$ cat src/rtl/hist_readout.sv
// hist_readout: streams a completed histogram bin by bin over valid/ready and tracks the peak bin.
// Define READ_CLEAR_EN to zero each bin in memory right after its count is captured.
module hist_readout #(
    parameter int NP     = 10,
    parameter int NBINS  = 1024,
    parameter int PEAK_W = 21
) (
    input  logic              clk,
    input  logic              res,
    input  logic              start,
    output logic              busy,
    output logic              rd_en,
    output logic [NP-1:0]     rd_addr,
    input  logic [PEAK_W-1:0] rd_data,
    output logic              clr_we,
    output logic [NP-1:0]     clr_addr,
    output logic              bin_valid,
    input  logic              bin_ready,
    output logic [NP-1:0]     bin_addr,
    output logic [PEAK_W-1:0] bin_count,
    output logic [NP-1:0]     peak_addr,
    output logic [PEAK_W-1:0] peak_count,
    output logic              done
);
    typedef enum logic [2:0] {IDLE, READ, CAPT, SEND, DONE} state_t;
    localparam logic [NP-1:0] LAST = NP'(NBINS - 1);

    state_t              state, state_n;
    logic [NP-1:0]       ptr, ptr_n, rd_addr_n, bin_addr_n, peak_addr_n;
    logic [PEAK_W-1:0]   bin_count_n, peak_count_n;
    logic                busy_n, rd_en_n, bin_valid_n, done_n;

    always_ff @(posedge clk or negedge res) begin
        if (!res) begin
            state      <= IDLE;
            ptr        <= '0;
            busy       <= 1'b0;
            rd_en      <= 1'b0;
            rd_addr    <= '0;
            bin_valid  <= 1'b0;
            bin_addr   <= '0;
            bin_count  <= '0;
            peak_addr  <= '0;
            peak_count <= '0;
            done       <= 1'b0;
        end else begin
            state      <= state_n;
            ptr        <= ptr_n;
            busy       <= busy_n;
            rd_en      <= rd_en_n;
            rd_addr    <= rd_addr_n;
            bin_valid  <= bin_valid_n;
            bin_addr   <= bin_addr_n;
            bin_count  <= bin_count_n;
            peak_addr  <= peak_addr_n;
            peak_count <= peak_count_n;
            done       <= done_n;
        end
    end

    // Outputs are registered, so each state computes the values they take on the next edge.
    always_comb begin
        state_n      = state;
        ptr_n        = ptr;
        busy_n       = busy;
        rd_en_n      = 1'b0;
        rd_addr_n    = rd_addr;
        bin_valid_n  = bin_valid;
        bin_addr_n   = bin_addr;
        bin_count_n  = bin_count;
        peak_addr_n  = peak_addr;
        peak_count_n = peak_count;
        done_n       = 1'b0;
        case (state)
            IDLE: if (start) begin
                ptr_n        = '0;
                peak_addr_n  = '0;
                peak_count_n = '0;
                busy_n       = 1'b1;
                rd_en_n      = 1'b1;
                rd_addr_n    = '0;
                state_n      = READ;
            end
            READ: state_n = CAPT;
            CAPT: begin
                bin_count_n  = rd_data;
                bin_addr_n   = ptr;
                bin_valid_n  = 1'b1;
                peak_count_n = rd_data > peak_count ? rd_data : peak_count;
                peak_addr_n  = rd_data > peak_count ? ptr : peak_addr;
                state_n      = SEND;
            end
            SEND: if (bin_ready) begin
                bin_valid_n = 1'b0;
                done_n      = ptr == LAST;
                rd_en_n     = ptr != LAST;
                ptr_n       = ptr == LAST ? ptr : ptr + 1'b1;
                rd_addr_n   = ptr == LAST ? rd_addr : ptr + 1'b1;
                state_n     = ptr == LAST ? DONE : READ;
            end
            DONE: begin
                busy_n  = 1'b0;
                state_n = IDLE;
            end
            default: state_n = IDLE;
        endcase
    end

`ifdef READ_CLEAR_EN
    // The clear lands in CAPT, after the read data for this bin has left the memory.
    always_ff @(posedge clk or negedge res) begin
        if (!res) begin
            clr_we   <= 1'b0;
            clr_addr <= '0;
        end else begin
            clr_we   <= state == READ;
            clr_addr <= state == READ ? ptr : clr_addr;
        end
    end
`else
    assign clr_we   = 1'b0;
    assign clr_addr = '0;
`endif
endmodule

$ cat config.mk
export PLATFORM = sky130hd
export DESIGN_NAME = hist_readout
export DESIGN_NICKNAME = d
export VERILOG_FILES = /design/src/rtl/hist_readout.sv
export SDC_FILE = /design/constraint.sdc
export NUM_CORES = 1
export LEC_CHECK = 0
export ABC_AREA = 1
export BUFFER_PORTS_ARGS = -buffer_cell sky130_fd_sc_hd__buf_4
export CAP_MARGIN = 5
export CORE_MARGIN = 2
export CORE_UTILIZATION = 34
export DETAILED_ROUTE_END_ITERATION = 8
export PLACE_DENSITY = 0.57
export SYNTH_ARGS = -nofsm -noshare
export SYNTH_HDL_FRONTEND = slang
export SYNTH_SLANG_ARGS = --single-unit
$ cat constraint.sdc
create_clock -name clk -period 1.9 [get_ports clk]
set_clock_uncertainty 0.2 [all_clocks]
set_input_delay 0.285 -clock clk [delete_from_list [all_inputs] [get_ports clk]]
set_output_delay 0.285 -clock clk [all_outputs]
set_load 0.05 [all_outputs]
Yosys cells after proc, flatten, opt, wreduce, memory -nomap -nowiden
Cells that the tools add are included.
{"block": "word_totals", "reg_bits": 79, "word_cells": 54, "out_inout_bits": 87, "inputBits": 25}
{"block": "classes", "eq_ne": 10, "reduce_logical": 10, "n_addsub": 1, "n_lt_le_gt_ge": 1, "muxes": 22}
{"cell": "two-way mux 21 bit", "n": 2}
{"cell": "case mux 21 bit (2 select lines)", "n": 1}
{"cell": "two-way mux 10 bit", "n": 4}
{"cell": "case mux 10 bit (2 select lines)", "n": 2}
{"cell": "greater-than comparator 21 bit", "n": 1}
{"cell": "case mux 3 bit (4 select lines)", "n": 1}
{"cell": "adder 10 x 1 -> 10 bit (second input constant)", "n": 1}
{"cell": "equality test 10 bit (second input constant)", "n": 1}
{"cell": "!= test 10 bit (second input constant)", "n": 1}
{"cell": "two-way mux 3 bit", "n": 3}
{"cell": "!= test 2 bit (second input constant)", "n": 4}
{"cell": "nonzero test 2 bit", "n": 4}
{"cell": "equality test 3 x 2 -> 1 bit (second input constant)", "n": 2}
{"cell": "two-way mux 1 bit", "n": 6}
{"cell": "case mux 1 bit (2 select lines)", "n": 3}
{"cell": "AND reduction 2 bit", "n": 3}
{"cell": "AND reduction 4 bit", "n": 1}
{"cell": "equality test 3 x 1 -> 1 bit (second input constant)", "n": 1}
{"cell": "equality test 3 bit (second input constant)", "n": 1}
{"cell": "zero test 3 bit", "n": 1}
{"cell": "AND reduction 3 bit", "n": 1}

Depth between registers and ports, before layout
Gate-level depths: netlist of the first run.
{"block": "logic_depth", "ltp_word": 4, "ltp_mapped": 16, "mapped_depth_nobuf": 15}

Worst setup path before layout of the first run
OpenSTA, ideal clock, no wires.
{"block": "synth_path", "path_kind": "reg-to-reg", "start": "register peak_count[20]", "end": "register peak_count[10]", "setup_time_ps": 119, "required_time_ps": 1581, "t_arrival_ps": 1916, "n_path_buf": 1, "setup_slack_ps": -335, "period_less_slack_ps": 2235, "path_stages_with_launch": 15, "path_cell_list": "dfrtp_1 inv_1 ha_1 nand2_1 nor2_1 nand2_1 nor2_1 nand2_1 nand3_1 nand2_1 nand2_2 nand2_4 buf_6 nand2_1 nand2_1"}
{"block": "synth_via", "elab_chain_cells": 3}
{"element": "start: declaration", "line": "22", "source": "output logic [PEAK_W-1:0] peak_count,"}
{"element": "start signal: assignment", "line": "56", "source": "peak_count <= peak_count_n;"}
{"element": "greater-than comparator 21 bit", "line": "89", "source": "peak_count_n = rd_data > peak_count ? rd_data : peak_count;"}
{"element": "!= test 2 bit (no source line)"}
{"element": "AND reduction 3 bit (no source line)"}
No other way between the ends.
A chain may end at the register's enable or synchronous reset.

Final worst setup path of the first run
{"block": "layout_path", "start": "register peak_count[15]", "end": "register peak_addr[7]"}
{"block": "layout_via", "elab_chain_cells": 3}
{"element": "greater-than comparator 21 bit", "line": "90", "source": "peak_addr_n = rd_data > peak_count ? ptr : peak_addr;"}
{"element": "!= test 2 bit (no source line)"}
{"element": "AND reduction 3 bit (no source line)"}
{"element": "end signal: assignment", "line": "55", "source": "peak_addr <= peak_addr_n;"}
{"element": "end: declaration", "line": "21", "source": "output logic [NP-1:0] peak_addr,"}
No other way between the ends.

==> results of run 1 <==
## worst max-delay path, cell delays in order, from the launching register on
cell and delay, ns:
dfrtp_2 0.38, inv_2 0.05, ha_4 0.25, nand2_2 0.05
buf_4 0.13, nor3_1 0.17, nand4_1 0.15, nand2_4 0.12
nand2_8 0.07, buf_12 0.16, buf_8 0.14, nand3_2 0.06
nand2_2 0.05
## power by group through the flow
stage	Sequential [mW]	Combinational, mW	Clock, mW
detailed placement	2.69	5.78	0
global placement	2.68	5.71	0
floorplan	4.59	1.96	0
CTS	2.67	6.49	1.96
finish	2.67	6.75	1.92
global route	2.74	7.29	2.03
## worst max-delay path by stage
stage | start | end | slack (ns) | cells past startpoint
2_1_floorplan | peak_count[10]$_DFFE_PN0P_ | peak_addr[0]$_DFFE_PN0P_ | -0.16 | 14
5_1_grt | peak_count[6]$_DFFE_PN0P_ | peak_count[12]$_DFFE_PN0P_ | -0.29 | 16
3_3_place_gp | rd_data[20] | peak_addr[6]$_DFFE_PN0P_ | -0.29 | 13
6_report | peak_count[15]$_DFFE_PN0P_ | peak_addr[7]$_DFFE_PN0P_ | -0.20 | 12
3_5_place_dp | rd_data[20] | peak_addr[2]$_DFFE_PN0P_ | -0.31 | 13
4_1_cts | peak_count[20]$_DFFE_PN0P_ | peak_addr[0]$_DFFE_PN0P_ | -0.16 | 13
## kinds of logic after synthesis
| group | synth area share |
|---|---|
| other cells | 0.000914 |
| buf+inv | 0.109 |
| compound gates | 0.0509 |
| simple gates | 0.288 |
| fa+ha+maj | 0.0671 |
| xor+xnor | 0.00213 |
| flops | 0.482 |
## repair_timing
action / in CTS / in global routing
setup endpoints to repair: 31 / 31
resized for setup: 45 / 43
pin swaps: 24 / 19
endpoints found under the hold margin: 93 / 0
gates cloned: 4 / 0
hold buffers: 15 / 0
buffers inserted: 5 / 1
## routing by layer
metal  track usage  wire (um)  vias to the layer above
li1              -          -                     1896
met1         0.254       5360                     1748
met2         0.293       5450                       82
met3        0.0218        418                       19
met4        0.0667        205                        0
met5             0          0                        -
## sequential cells by signal, indices dropped and copies added, names as in the netlist
register,flops
bin_addr,10
bin_count,21
bin_valid,1
busy,1
done,1
peak_addr,10
peak_count,21
ptr,10
rd_en,1
state,3
## per-stage QoR
step                cells  worst slack [ns]
global placement      781            -0.287
floorplan             522            -0.164
global route          822            -0.290
finish                822            -0.201
detailed placement    781            -0.306
CTS                   821            -0.158
## final cells by class
type / count / area (sq um)
fill: 1148 / 5620
multi-input combinational: 348 / 2170
sequential: 79 / 2010
timing repair buffer: 161 / 1320
inverter: 71 / 270
clock buffer: 10 / 239
tap: 147 / 184
clock inverter: 6 / 92.6
## synth_stat cells, drive strengths merged
cell and n:
nand2 191, dfrtp 79, inv 71, nand3 40, nor2 29, buf 22, ha 22, o21ai 20
a21oi 15, nor3 9, clkbuf 5, nand4 3, a21o 1, and3 1, conb 1, nor4 1
o31ai 1, xor2 1
==> run summary, run 1 <==
Clock latency on the worst-skew pair -> 0.34 ns
Crit share post-route -> 1.11
Die height -> 114 um
Register-to-register setup slack -> -0.20 ns
Hold Startpoint -> rd_data[3]
Gpl congestion -> 0.825
WHS -> 0.00506 ns
Max IR drop VDD -> 0.856 mV
Largest net degree at the start of global routing -> 80
Final setup fails -> 31
FP Rows -> 40
Count of cell types in the netlist -> 30
Worst reg2reg endpoint -> peak_addr[7]$_DFFE_PN0P_
First-pass GRT wire length -> 18.6 mm
Die area -> 0.0130 sq mm
Number of global-route vias before repair -> 3736
Tmin final -> 2.10 ns
Violated checks -> setup timing
Crit-path max FO -> 7
Most common cell after layout, fill and taps aside -> nand2_1
Gate count after technology mapping -> 512
Status -> finished, violations left
DR iter-0 viols -> 146
CTS root buffer -> clkbuf_16
Min-Delay Path Class -> in2reg
Clock power frac -> 0.169
Largest area contributor in the netlist -> dfrtp_1
Drt drc -> 0
Synth top area cells -> dfrtp_1, nand2_1, ha_1
P per Cell Area -> 1800 mW/mm^2
Cell area after synthesis -> 0.00410 sq mm
Worst Max-Slew Pin Slew -> 0.527 ns
WL final -> 11.4 mm
Worst rel slew slack -> 0.649
Reg2Reg Depth -> 12
Post-detail-place hpwl -> 7.49 mm
Share of post-route cells with drive strength above 1 -> 0.425
Max-cap violations -> 0
Crit end category -> flop
Nets -> 717
Vias -> 3745
H-tree Lvls -> 3
Total grt overflow -> 0
Switching Share -> 0.490
Total chip power -> 11.3 mW
Reg power frac -> 0.236
RR Startpoint -> peak_count[15]$_DFFE_PN0P_
Leading cell types in the layout, fill and taps excluded -> nand2_1, buf_4, inv_1, dfrtp_1, nand2_2
Crit path required time -> 1.93 ns
Slack of the critical path -> -0.201 ns
Setup TNS -> -5.12 ns
Worst Hold End -> bin_count[3]$_DFFE_PN0P_
GRT Util Overall -> 0.182
Cell internal pwr -> 5.78 mW
Seq/Total Area, Yosys -> 0.482
Sw Pwr -> 5.56 mW
CTS tree -> built
CP Launch Type -> flop
PortBufs -> 100
Part of the power in combinational logic -> 0.595
CP arrival -> 2.13 ns
Crit Path Class -> reg2reg
Die W -> 114 um
Antenna Nets Post-Route -> 0
Synth Warn # -> 0
I/O pins -> 112
Hold Path Cell Cnt -> 3
Clk slew on worst S/H paths -> 0.07 ns
Design area -> 0.00629 sq mm
Avg Synthesized Cell Area -> 8.02 sq um
Clock buffer count from CTS -> 9
Leak -> 3.33 nW
Area growth, synth to finish -> 53.2%
Fin. max-slew vios -> 0
First-pass detailed-route iteration total -> 5
Max Freq -> 476 MHz
Final Hold Fails -> 0
Number of synthesized register bits -> 79
Antenna Diode Count -> 0
Initial antenna violation count -> 0
Starting Density -> 0.345
Finished Core Util -> 0.528
Total core area -> 0.0119 sq mm
Top-area cell type share of the netlist area -> 0.482
Clock sink count -> 79
WL/cell -> 13.9 um
RSZ-0062 raised after global routing -> true
Via density -> 4.56
Clk buf depth -> 2
Placed Area -> 0.00526 sq mm
No activity file was read; power rests on OpenSTA's default activity.
==> run 2: changes to the inputs <==
--- a/config.mk
+++ b/config.mk
@@ -11,7 +11,7 @@
 export CORE_MARGIN = 2
 export CORE_UTILIZATION = 34
 export DETAILED_ROUTE_END_ITERATION = 8
-export PLACE_DENSITY = 0.57
+export PLACE_DENSITY = 0.55
 export SYNTH_ARGS = -nofsm -noshare
 export SYNTH_HDL_FRONTEND = slang
 export SYNTH_SLANG_ARGS = --single-unit
==> constraint.sdc (replaced) <==
create_clock -name clk -period 2 [get_ports clk]
set_clock_uncertainty 0.2 [all_clocks]
set_input_delay 0.3 -clock clk [delete_from_list [all_inputs] [get_ports clk]]
set_output_delay 0.3 -clock clk [all_outputs]
set_load 0.05 [all_outputs]
==> run summary, run 2 (synthesized netlist as in run 1, its figures left out) <==
Status -> finished, violations left
Violated checks -> setup timing
Total core area -> 0.0119 sq mm (unchanged)
Max IR drop VDD -> 0.852 mV (-0.48%)
Crit end category -> flop
Share of post-route cells with drive strength above 1 -> 0.407 (-0.0185)
Switching Share -> 0.477 (-0.0130)
CP Launch Type -> flop
WL/cell -> 14.0 um (+0.69%)
WL final -> 11.3 mm (-1.3%)
Crit Path Class -> reg2reg
I/O pins -> 112 (unchanged)
CTS tree -> built
Leading cell types in the layout, fill and taps excluded -> nand2_1, buf_4, inv_1, dfrtp_1, nand2_2
Clock latency on the worst-skew pair -> 0.34 ns (about the same)
Area growth, synth to finish -> 48.9%
Die area -> 0.0130 sq mm (unchanged)
Crit share post-route -> 1.05 (-0.0565)
Fin. max-slew vios -> 0 (unchanged)
Via density -> 4.60 (+1.0%)
CP arrival -> 2.13 ns (about the same)
Leak -> 3.30 nW (-0.87%)
Met3 Resource Use GR -> 0.0298 (+0.00797)
H-tree Lvls -> 3 (unchanged)
Cells after DPL -> 775 (-0.77%)
Min-Delay Path Class -> in2reg
Clock buffer count from CTS -> 9 (unchanged)
Starting Density -> 0.345 (unchanged)
Max Freq -> 476 MHz (+0.12%)
Finished Core Util -> 0.513 (-0.0149)
# fillers -> 1145 (-0.26%)
First-pass GRT wire length -> 17.6 mm (-5.3%)
RSZ-0062 raised after global routing -> true
Part of the power in combinational logic -> 0.576 (-0.019)
GRT Util Overall -> 0.171 (-0.0108)
FP Rows -> 40 (unchanged)
Hold Startpoint -> rd_data[13]
DR iter-0 viols -> 172 (+18%)
Slack of the critical path -> -0.0988 ns (+0.102 ns)
Met1 Resource Use GR -> 0.245 (-0.00904)
Die W -> 114 um (unchanged)
Clock power frac -> 0.187 (+0.018)
Largest net degree at the start of global routing -> 80 (unchanged)
GRT met2 Usage -> 0.265 (-0.0275)
RR Startpoint -> peak_count[20]$_DFFE_PN0P_
GRT busiest layer -> met2
CTS root buffer -> clkbuf_16
Tmin final -> 2.10 ns (-0.00249 ns)
CP startpoint -> peak_count[20]$_DFFE_PN0P_
Antenna Diode Count -> 0 (unchanged)
Largest registers -> bin_count (21), peak_count (21)
Register area -> 0.00200 sq mm (about the same)
Total chip power -> 10.8 mW (-4.6%)
Crit-path max FO -> 7 (unchanged)
Sw Pwr -> 5.17 mW (-7.1%)
Most common cell after layout, fill and taps aside -> nand2_1
Worst rel slew slack -> 0.647 (-0.00181)
Clock sink count -> 79 (unchanged)
Final setup fails -> 31 (unchanged)
WHS -> 0.0104 ns (+0.00530 ns)
Cell internal pwr -> 5.66 mW (-2.2%)
Clk slew on worst S/H paths -> 0.06 ns (about the same)
Crit path required time -> 2.03 ns (+0.10 ns)
Initial antenna violation count -> 0 (unchanged)
Multi-input logic area -> 0.00205 sq mm (-5.5%)
Number of global-route vias before repair -> 3516 (-5.9%)
Die height -> 114 um (unchanged)
Reg power frac -> 0.237 (about the same)
Post-detail-place hpwl -> 7.61 mm (+1.6%)
Nets -> 701 (-2.2%)
Clk buf depth -> 2 (unchanged)
Gpl congestion -> 0.805 (-2.4%)
First-pass detailed-route iteration total -> 6 (+1)
Total grt overflow -> 0 (unchanged)
Antenna Nets Post-Route -> 0 (unchanged)
PortBufs -> 100 (unchanged)
Vias -> 3709 (-0.96%)
Drt drc -> 0 (unchanged)
Final Hold Fails -> 0 (unchanged)
Final cell count without fillers -> 806 (-1.9%)
P per Cell Area -> 1770 mW/mm^2 (-1.8%)
Worst Max-Slew Pin Slew -> 0.529 ns (+0.00272 ns)
Max-cap violations -> 0 (unchanged)
run 2: changes by cell type in the layout (fill, tap and decap cells not counted), moves of 3 or more:
cell / before / now
nand2_4: 7 / 12
nand3_1: 23 / 38
nand2_2: 32 / 42
nand3_2: 14 / 1
buf_4: 140 / 129
inv_1: 56 / 59
nand2_8: 5 / 0
nand2_1: 150 / 137
dlygate4sd3_1: 15 / 11
run 2: worst paths after layout:
check                                             to  slack (ns)  depth (start not counted)
max                        peak_count[9]$_DFFE_PN0P_        -0.1                         14
min                        bin_count[13]$_DFFE_PN0P_        0.01                          3
max reg2reg                peak_count[9]$_DFFE_PN0P_        -0.1                         14
min reg2reg                bin_count[11]$_DFFE_PN0P_        0.28                          2
max in group asynchronous  peak_count[8]$_DFFE_PN0P_        0.88                          3
min in group asynchronous  bin_count[16]$_DFFE_PN0P_        0.32                          3
run 2: final cells by class:
class / instances / area share
inverter: 71 / 0.0436
timing repair buffer: 148 / 0.202
clock buffer: 9 / 0.0369
sequential: 79 / 0.328
multi-input combinational: 345 / 0.336
clock inverter: 7 / 0.0238
tap: 147 / 0.0301
run 2: metrics by stage:
step                      instance area [sq um]  setup WS [ns]  TNS, ns
after floorplan                            4200        -0.0644    -1.76
after global placement                     5250         -0.130    -3.69
after CTS                                  5740        -0.0377   -0.864
final                                      6110        -0.0988    -2.44
after global routing                       6110         -0.265    -7.74
after detailed placement                   5250         -0.139    -4.03
run 2: power by group through the flow:
stage | Sequential [mW] | Clock, mW | Combinational (mW)
after floorplan | 4.35 | 0 | 1.87
after global placement | 2.56 | 0 | 5.50
after detailed placement | 2.57 | 0 | 5.55
after CTS | 2.55 | 2.07 | 5.62
after global routing | 2.63 | 2.14 | 6.72
final | 2.57 | 2.03 | 6.23
run 2: layer usage:
layer,up-vias,part of all wire,wire [um]
li1,1853,-,-
met5,-,0,0
met3,8,0.034,385
met2,79,0.48,5420
met1,1769,0.47,5340
met4,0,0.012,136
run 2: worst max-delay path: stages (launching register included):
cell and delay [ns]:
dfrtp_2 0.36, inv_2 0.05, ha_4 0.27, nand2_4 0.05, nor2_4 0.12, inv_1 0.07, a21oi_1 0.11, nor2_1 0.07
nand3_1 0.07, nand2_1 0.06, nand2_2 0.12, nand2_4 0.12, clkbuf_16 0.21, nand2_2 0.06, nand2_2 0.04
run 2: repair_timing:
action,4_1_cts,5_1_grt
buffers inserted,0,2
hold buffers,11,0
pin swaps,0,14
endpoints found under the setup margin,31,31
gates cloned,0,2
gates resized for setup,5,68
hold endpoints to repair,89,0
